[src/rtl/c_wf_req_queue.sv]
// c_wf_req_queue: requester-side companion to the wavefront switch allocator.
// Each input port queues pending output destinations in a small circular FIFO
// and presents its head as one one-hot row of the allocator request matrix.
// Grants pop the matching heads, drive the allocator priority update strobe
// and are echoed back one cycle later as registered per-port notifications.
// Build option: define C_WF_REQ_QUEUE_CHECK_EN to compile in the protocol
// checker and the sticky error flag (otherwise error is tied low).
module c_wf_req_queue #(
    parameter int  num_ports      = 8,
    parameter int  queue_depth    = 4,
    parameter int  max_wait       = 15,
    parameter int  reset_type     = 0,   // 0 = RESET_TYPE_ASYNC
    localparam int port_idx_width = $clog2(num_ports),
    localparam int wait_width     = $clog2(max_wait + 1)
) (
    input  logic                                clk,
    input  logic                                reset,
    input  logic                                active,
    input  logic [num_ports-1:0]                push_valid,
    input  logic [num_ports*port_idx_width-1:0] push_dest,
    output logic [num_ports-1:0]                push_ready,
    output logic [num_ports*num_ports-1:0]      req,
    input  logic [num_ports*num_ports-1:0]      gnt,
    output logic                                update,
    output logic [num_ports-1:0]                grant_valid,
    output logic [num_ports*port_idx_width-1:0] grant_dest,
    output logic [num_ports-1:0]                starve,
    output logic                                error
);

    localparam int PTR_W = (queue_depth > 1) ? $clog2(queue_depth) : 1;
    localparam int CNT_W = $clog2(queue_depth + 1);
    localparam int PW    = port_idx_width;

    localparam logic [CNT_W-1:0]      DEPTH    = CNT_W'(queue_depth);
    localparam logic [CNT_W-1:0]      CNT_ONE  = CNT_W'(1);
    localparam logic [PTR_W-1:0]      PTR_ONE  = PTR_W'(1);
    localparam logic [PTR_W-1:0]      PTR_LAST = PTR_W'(queue_depth - 1);
    localparam logic [wait_width-1:0] WAIT_MAX = wait_width'(max_wait);
    localparam logic [wait_width-1:0] WAIT_ONE = wait_width'(1);
    localparam logic [num_ports-1:0]  ROW_ONE  = {{(num_ports-1){1'b0}}, 1'b1};

    // Only the asynchronous reset flavour exists; every reset_type value
    // elaborates to the same asynchronously reset flops.
    if (reset_type != 0) begin : g_reset_type_async_only
    end

    logic [PW-1:0]          r_mem      [num_ports][queue_depth];
    logic [PTR_W-1:0]       r_rd_ptr   [num_ports];
    logic [PTR_W-1:0]       r_wr_ptr   [num_ports];
    logic [CNT_W-1:0]       r_count    [num_ports];
    logic [wait_width-1:0]  r_wait     [num_ports];
    logic [num_ports-1:0]   r_grant_valid;
    logic [num_ports*PW-1:0] r_grant_dest;

    logic [PW-1:0]                w_head [num_ports];
    logic [num_ports*num_ports-1:0] w_req;
    logic [num_ports-1:0]         w_ready;
    logic [num_ports-1:0]         w_pop;
    logic [num_ports-1:0]         w_push;
    logic [num_ports-1:0]         w_starve;

    // Head decode, request rows, and qualified push/pop strobes per port
    always_comb begin
        w_req   = '0;
        w_ready = '0;
        w_pop   = '0;
        w_push  = '0;
        for (int i = 0; i < num_ports; i++) begin
            w_head[i]  = r_mem[i][r_rd_ptr[i]];
            w_ready[i] = (r_count[i] != DEPTH);
            if (r_count[i] != '0)
                w_req[i*num_ports +: num_ports] = ROW_ONE << w_head[i];
            // req is built from registered state only, so no gnt->req loop
            w_pop[i]  = active & (|(gnt[i*num_ports +: num_ports] & w_req[i*num_ports +: num_ports]));
            w_push[i] = active & push_valid[i] & w_ready[i];
        end
    end

    // FIFO storage is written on accepted pushes; empty slots need no reset
    always_ff @(posedge clk) begin
        for (int i = 0; i < num_ports; i++) begin
            if (w_push[i])
                r_mem[i][r_wr_ptr[i]] <= push_dest[i*PW +: PW];
        end
    end

    // Pointers, occupancy, wait counters and registered grant notifications
    always_ff @(posedge clk or negedge reset) begin
        if (!reset) begin
            for (int i = 0; i < num_ports; i++) begin
                r_rd_ptr[i] <= '0;
                r_wr_ptr[i] <= '0;
                r_count[i]  <= '0;
                r_wait[i]   <= '0;
            end
            r_grant_valid <= '0;
            r_grant_dest  <= '0;
        end else if (active) begin
            for (int i = 0; i < num_ports; i++) begin
                // explicit compare-and-clear keeps non-power-of-two depths correct
                if (w_push[i])
                    r_wr_ptr[i] <= (r_wr_ptr[i] == PTR_LAST) ? '0 : r_wr_ptr[i] + PTR_ONE;
                if (w_pop[i])
                    r_rd_ptr[i] <= (r_rd_ptr[i] == PTR_LAST) ? '0 : r_rd_ptr[i] + PTR_ONE;
                case ({w_push[i], w_pop[i]})
                    2'b10:   r_count[i] <= r_count[i] + CNT_ONE;
                    2'b01:   r_count[i] <= r_count[i] - CNT_ONE;
                    default: r_count[i] <= r_count[i];
                endcase
                if (w_pop[i] || (r_count[i] == '0))
                    r_wait[i] <= '0;
                else if (r_wait[i] != WAIT_MAX)
                    r_wait[i] <= r_wait[i] + WAIT_ONE;
                r_grant_valid[i]          <= w_pop[i];
                r_grant_dest[i*PW +: PW]  <= w_pop[i] ? w_head[i] : '0;
            end
        end
    end

    // Starvation flag per port
    always_comb begin
        w_starve = '0;
        for (int i = 0; i < num_ports; i++)
            w_starve[i] = (r_wait[i] == WAIT_MAX);
    end

    assign push_ready  = w_ready;
    assign req         = w_req;
    assign update      = active & (|(gnt & w_req));
    assign grant_valid = r_grant_valid;
    assign grant_dest  = r_grant_dest;
    assign starve      = w_starve;

`ifdef C_WF_REQ_QUEUE_CHECK_EN
    logic [num_ports-1:0] w_gnt_col [num_ports];
    logic                 w_violation;
    logic                 r_error;

    function automatic logic f_multi_hot(input logic [num_ports-1:0] v);
        return (v & (v - ROW_ONE)) != '0;
    endfunction

    // Transpose the grant matrix so columns can be checked like rows
    always_comb begin
        for (int j = 0; j < num_ports; j++) begin
            w_gnt_col[j] = '0;
            for (int i = 0; i < num_ports; i++)
                w_gnt_col[j][i] = gnt[i*num_ports + j];
        end
    end

    // Protocol violations: unrequested grant, multi-grant row/column, overflow
    always_comb begin
        w_violation = |(gnt & ~w_req);
        for (int i = 0; i < num_ports; i++) begin
            if (f_multi_hot(gnt[i*num_ports +: num_ports])) w_violation = 1'b1;
            if (f_multi_hot(w_gnt_col[i]))                 w_violation = 1'b1;
            if (push_valid[i] && !w_ready[i])               w_violation = 1'b1;
        end
    end

    // Sticky error flag, cleared only by reset
    always_ff @(posedge clk or negedge reset) begin
        if (!reset)
            r_error <= 1'b0;
        else if (active && w_violation)
            r_error <= 1'b1;
    end

    assign error = r_error;
`else
    assign error = 1'b0;
`endif

endmodule

[config.mk]
export PLATFORM = sky130hd
export DESIGN_NAME = c_wf_req_queue
export DESIGN_NICKNAME = d
export VERILOG_FILES = /design/src/rtl/c_wf_req_queue.sv
export SDC_FILE = /design/constraint.sdc
export NUM_CORES = 1
export LEC_CHECK = 0
export ABC_AREA = 1
export CELL_PAD_IN_SITES_DETAIL_PLACEMENT = 1
export CELL_PAD_IN_SITES_GLOBAL_PLACEMENT = 2
export CORE_AREA = 10 10 248 191
export CTS_CLUSTER_SIZE = 14
export DETAILED_ROUTE_END_ITERATION = 16
export DIE_AREA = 0 0 258 201
export HOLD_SLACK_MARGIN = 0.05
export PLACE_DENSITY = 0.8
export SETUP_SLACK_MARGIN = 0.5
export SLEW_MARGIN = 40
export SYNTH_ARGS = -nofsm -noshare
export SYNTH_HDL_FRONTEND = slang
export SYNTH_SLANG_ARGS = --single-unit
[constraint.sdc]
create_clock -name clk -period 2.3 [get_ports clk]
set_input_delay 0.23 -clock clk [delete_from_list [all_inputs] [get_ports clk]]
set_output_delay 0.23 -clock clk [all_outputs]
set_load 0.01 [all_outputs]
# [Yosys cells after proc, flatten, opt, wreduce, memory -nomap -nowiden]
# Memory sizes are Yosys's and may differ from the RTL's.
# Index checks and enable logic that the tools add are counted.
[word_totals] memories=1 out_inout_bits=114 mem_bits_rw=96 in_bits=99 word_cells=414 reg_bits=120
[op_classes] n_lt_le_gt_ge=24 n_eq_ne=56 n_reduce_logical=89 shift=8 addsub=40 n_bitwise=50 muxes=112
[memory_table] name="r_mem" depth=8 word_bits=12 read_ports=8 rd_clocked_by_memory_dff=0 wr=8 line_no="48" source="logic [PW-1:0] r_mem [num_ports][queue_depth];"
[ops] op="$mux 12" count=8
[ops] op="$mux 3" count=32
[ops] op="$and 64x64->64" count=1
[ops] op="$and 8x8->8" count=8
[ops] op="$mux 4" count=16
[ops] op="$mux 8" count=8
[ops] op="$reduce_and 2->1" count=32
[ops] op="$reduce_or 64->1" count=1
[ops] op="$reduce_or 8->1" count=8
[ops] op="$shl 1x3->8 const A" count=8
[ops] op="$bmux 3 s2" count=8
[ops] op="$demux 3 s2" count=8
[ops] op="$eq 2x2->1 const B" count=24
[ops] op="$ge 3x3->1 const B" count=16
[ops] op="$not 2->3" count=16
[ops] op="$pmux 3 s2" count=8
[ops] op="$add 2x1->2 const B" count=16
[ops] op="$add 4x1->4 const B" count=8
[ops] op="$eq 4x4->1 const B" count=8
[ops] op="$mux 2" count=16
[ops] op="$ne 4x4->1 const B" count=8
[ops] op="$reduce_bool 2->1" count=16
[ops] op="$and 1x1->1" count=25
[ops] op="$add 3x1->3 const B" count=8
[ops] op="9 further kinds" count=72

# [Logic depth before layout (Yosys ltp)]
[logic_depth] depth_word=12 depth_mapped=19 ltp_nobuf=18

# [Least setup slack after synthesis]
# No wires, ideal clock.
[synth_path] kind="register to register" startpoint="register r_rd_ptr[14] (netlist bit)" endpoint="register r_count[23] (netlist bit)" arrival_time_ps=2332 required_time_ps=2169 period_less_slack_ps=2463 setup_slack_ps=-163 setup_ps=131 path_buffers=1 path_stages_with_launch=19 path_cell_list="dfrtp_1 > buf_6 > inv_4 > nand2_1 > nand3_1 > nand2_2 > nor2_1 > nand3_1 > nand2_1 > nor2_1 > nand2_2 > nand2_4 > inv_2 > ha_1 > inv_1 > fa_1 > a21oi_1 > o21ai_0 > xor2_1"
[synth_between] elab_chain_len=12 elab_cells_between_ends=14 classes_between="eq/ne: 2; shift: 1; mux: 5; bitwise: 3; reduce/logical: 3"
[synth_lines] element="start, declared" line_no="49" source="logic [PTR_W-1:0] r_rd_ptr [num_ports];"
[synth_lines] element="start signal, assigned by index" line_no="105" source="r_rd_ptr[i] <= (r_rd_ptr[i] == PTR_LAST) ? '0 : r_rd_ptr[i] + PTR_ONE;"
[synth_lines] element="$not 2->3 (implied by the code) (*)" line_no="70" source="w_head[i] = r_mem[i][r_rd_ptr[i]];"
[synth_lines] element="$bmux 3 s2 (*)" line_no="70"
[synth_lines] element="$mux 3 (implied by the code) (*) (2 in a row)" line_no="70"
[synth_lines] element="$shl 1x3->8 (*)" line_no="73" source="w_req[i*num_ports +: num_ports] = ROW_ONE << w_head[i];"
[synth_lines] element="$mux 8 (*)" line_no="72" source="if (r_count[i] != '0)"
[synth_lines] element="$and 8x8->8 (*)" line_no="75" source="w_pop[i] = active & (|(gnt[i*num_ports +: num_ports] & w_req[i*num_ports +: num_ports]));"
[synth_lines] element="$reduce_or 8->1 (*)" line_no="75"
[synth_lines] element="$and 1x1->1 (*)" line_no="75"
[synth_lines] element="via w_pop[0]" line_no="59" source="logic [num_ports-1:0] w_pop;"
[synth_lines] element="$eq 2x1->1 / $eq 2x2->1 (equally long branches)" line_no="106" source="case ({w_push[i], w_pop[i]})"
[synth_lines] element="$reduce_bool 2->1 (no line)"
[synth_lines] element="$reduce_and 2->1 (no line)"
[synth_lines] element="end signal, assigned by index" line_no="107" source="2'b10: r_count[i] <= r_count[i] + CNT_ONE;"
[synth_lines] element="end signal, assigned by index" line_no="108" source="2'b01: r_count[i] <= r_count[i] - CNT_ONE;"
[synth_lines] element="end signal, assigned by index" line_no="109" source="default: r_count[i] <= r_count[i];"
[synth_lines] element="end, declared" line_no="51" source="logic [CNT_W-1:0] r_count [num_ports];"
# The timed path passes the listed nets; every way through them passes the cells marked *. The select of a mux whose other input is x is not followed.
# A chain may end at the register's enable or synchronous reset.

# [Worst setup path after layout]
[layout_path] startpoint="register r_rd_ptr[14] (netlist bit)" endpoint="output req[2]"
[layout_between] elab_chain_len=6
[layout_lines] element="$not 2->3 (implied by the code)" line_no="70"
[layout_lines] element="$bmux 3 s2" line_no="70"
[layout_lines] element="$mux 3 (implied by the code) (2 in a row)" line_no="70"
[layout_lines] element="$shl 1x3->8" line_no="73"
[layout_lines] element="$mux 8" line_no="72"
[layout_lines] element="end, declared" line_no="22" source="output logic [num_ports*num_ports-1:0] req,"
# No other way between the ends. The select of a mux whose other input is x is not followed.

==> results by group <==
Global route
  – First-pass GRT wire length: 67.4 mm
  – Total track usage: 0.156
  – Number of global-route vias before repair: 12600
  – GR Layer Usage met3: 0.0318
  – Largest net degree at the start of global routing: 49
  – Met1 Use GR: 0.191
  – Total gr overflow: 0
  – Initial antenna violation count: 0
  – Gr busiest metal: met2
  – GR Layer Usage met2: 0.282

STA
  – WHS: 0.175 ns
  – Final period util: 1.17
  – Worst slew pin tran: 0.512 ns
  – Min Tclk post-route: 2.69 ns
  – Worst setup margin: -0.391 ns
  – Final setup violation count: 50
  – F_max: 0.372 GHz
  – Slew HR: 0.659
  – Worst Clk Skew: 0.0278 ns
  – Fin. max-slew vios: 0
  – Unrepaired setup endpoints after global routing: true
  – Final Hold Vio Count: 0

Critical path
  – Worst path cell trace: buf_6 > nand2_4 > nand3_4 > a21oi_4 > buf_4 > buf_6 > buf_6 > buf_6 > buf_6 > buf_6 > inv_4 > nor2_2 > buf_2
  – Setup crit start kind: register
  – WP buf/inv: 9
  – CP Capture Type: primary output
  – Slowest stage delay, CP: 0.48 ns
  – Worst EP arrival: 2.46 ns
  – Slowest-stage cell, CP: dfrtp_2
  – Crit path kind: reg2out
  – RR Startpoint: r_rd_ptr[4]$_DFFE_PN0P_
  – CP Data Required Time: 2.07 ns
  – Crit path max-delay family: buffers and inverters
  – CP Launch Point: r_rd_ptr[14]$_DFFE_PN0P_
  – CP Max Fanout: 5
  – Worst R2R Setup Slack: -0.38 ns
  – Critical Path Most Common Cell: buf_6

Yosys
  – Post-synth EDFFs: 96
  – Area leader, netlist: dfrtp_1
  – Mapped Area: 12200 um^2
  – Post-Synthesis Cells: 1449
  – Main flop type after synthesis: dfrtp_1
  – Post-Syn Nets: 1612
  – Synth Register Bits: 216
  – Post-synth ARST share: 0.556
  – Syn. warnings: 0
  – Syn Area/Cell: 8.39 um^2
  – Cell variety after synth: 30
  – Yosys top cell area share: 0.247
  – Synth area leaders: dfrtp_1 25%, edfxtp_1 24%, nand2_1 11%, nand3_1 6.5%, inv_1 6.3%
  – Register area share after synthesis: 0.484

Pwr
  – PwrDens: 1560 nW/um^2
  – Pleak: 9.50 nW
  – VDD IR-drop max: 0.707 mV

Floorplanning
  – CORE AREA: 42700 um^2
  – Die footprint: 51900 um^2
  – I/O pins: 213
  – DIE WIDTH: 258 um
  – Initial Util: 0.285
  – Die height: 201 um
  – Row count: 66

Cells and area
  – Register area: 5900 um^2
  – Number of diodes: 0
  – Layout cells sized above 1: 0.491
  – Synthesis-to-finish area growth: 70.5%
  – Final Util: 0.486
  – Post-route insts no fill: 2549
  – Final layout net count: 2114
  – Fill cell count: 4788
  – Cell area after layout: 20700 um^2
  – Multi-input logic area: 7690 um^2

Placed design
  – Dpl hpwl: 29.3 mm
  – Placed Cells: 2377
  – Port Buf Inserts: 211
  – Cell area after placement: 16900 um^2
  – GPL Wtd Cong: 0.780
  – Worst slack, placed: -0.550 ns

Clock network
  – CTS Buffer Depth: 3
  – Number of clock sinks: 216
  – Root Driver: clkbuf_16
  – CTS clk-pin slew, worst paths: 0.06 ns
  – # H-tree levels: 1
  – CTS tree: built
  – CTS buffer count: 26
  – Clock Latency Late Sink: 0.55 ns

Status
  – Status: finished, violations left
  – Failing checks: negative setup slack

Routing
  – Vias: 11500
  – 1st-pass router iterations: 4
  – Vias/cell: 4.50
  – Routed len/inst: 16.9 um
  – Routed WL: 43.0 mm
  – Detailed Route Iter0 Violations: 334
  – DRC: 0
  – Antenna Violating Nets Remaining: 0

Job
  – Max-cap violations: 0

Min path
  – Hold Crit Class: in2async
[worst register-to-register path, stage by stage, from the launching register on]
cell and delay (ns):
dfrtp_2 0.44, buf_12 0.15, inv_12 0.07, nand2_2 0.05, nand3_2 0.07, nand2_4 0.08
nor2_2 0.18, nand3_1 0.13, nand2_1 0.12, nor2_2 0.05, nand2_4 0.08, buf_6 0.11
nand2_4 0.05, inv_4 0.07, ha_4 0.12, inv_2 0.04, fa_2 0.37, o21ai_2 0.16
a21oi_2 0.06, xor2_1 0.15
[synth_stat cells (4+ instances only)]
cell type and instances:
a21oi_2 16, o21ai_0 50, a21oi_1 12, nand3_2 11, buf_4 8, nor2_1 157
dfrtp_1 120, inv_1 204, nor2_2 9, nand3_1 157, nand2_1 345, xor2_1 32
clkbuf_1 4, o21ai_1 18, inv_4 6, inv_2 24, fa_1 8, buf_2 5
nand2_2 46, nand2_4 7, nand4_1 32, nor3_2 7, edfxtp_1 96, ha_1 56
nor3_1 12
[placed cells by master (no fill, tap or decap), drive strengths merged]
| cell | n |
|---|---|
| nand2 | 398 |
| buf | 349 |
| inv | 241 |
| nand3 | 168 |
| nor2 | 166 |
| clkdlybuf4s50 | 128 |
| dfrtp | 120 |
| edfxtp | 96 |
| o21ai | 68 |
| ha | 56 |
| clkbuf | 33 |
| nand4 | 32 |
| xor2 | 32 |
| a21oi | 28 |
| nor3 | 20 |
| clkinv | 13 |
| fa | 8 |
| clkdlybuf4s15 | 8 |
| bufinv | 4 |
| conb | 1 |
| clkinvlp | 1 |
| dlygate4sd3 | 1 |
[report_power, final]
group          internal, mW  total [mW]  switching (mW)
Sequential             5.18        6.17           0.987
Combinational          10.2        21.7            11.6
Clock                  2.66        4.43            1.77
[worst paths after layout]
kind | to | cells past startpoint
worst min register to register | grant_dest[11]$_DFFE_PN0P_ | 2
worst max register to register | r_count[8]$_DFFE_PN0P_ | 19
worst max-delay path | req[2] | 13
min in group clk | r_wait[2]$_DFFE_PN0P_ | 4
worst min-delay path | r_wr_ptr[1]$_DFFE_PN0P_ | 2
max in group asynchronous | r_rd_ptr[6]$_DFFE_PN0P_ | 3
[logic make-up after synthesis]
kind of cell	synth area share
other cells	0.000308
compound gates	0.0445
fa+ha+maj	0.0708
buf+inv	0.0853
simple gates	0.292
flops	0.484
xor+xnor	0.0231
[area by class of cell]
class	count	area share
repair buffers	488	0.211
repair inverters	6	0.00302
inverters	236	0.0508
clock inverters	17	0.0103
flip-flops and latches	216	0.284
multi-input cells	977	0.371
clock buffers	31	0.0342
well taps	578	0.0349
[per-layer routing]
| layer | up-vias | wire length, um |
|---|---|---|
| met3 | 39 | 1560 |
| li1 | 5648 | - |
| met2 | 155 | 22400 |
| met5 | - | 0 |
| met1 | 5627 | 18400 |
| met4 | 0 | 578 |
[flip-flops by register name, summed over array words and instances, names as in the netlist]
register / cells
r_wr_ptr: 16
r_count: 24
grant_valid: 8
r_wait: 32
r_mem: 96
grant_dest: 24
r_rd_ptr: 16
[stage by stage]
| stage | setup TNS (ns) | power, mW |
|---|---|---|
| 6_report | -8.18 | 32.3 |
| 5_1_grt | -16.07 | 34.8 |
| 4_1_cts | -6.39 | 29.7 |
| 3_5_place_dp | -4.77 | 21.3 |
| 3_3_place_gp | -3.49 | 20.8 |
| 2_1_floorplan | -0.00276 | 14.6 |
[what timing repair did]
item | in CTS | in global routing
pin swaps | 129 | 99
hold endpoints to repair | 45 | 0
resized for setup | 663 | 234
hold buffers | 1 | 0
setup buffers | 82 | 33
gates cloned | 4 | 4
setup endpoints to repair | 186 | 194
Power figures use the tool's default switching activity.
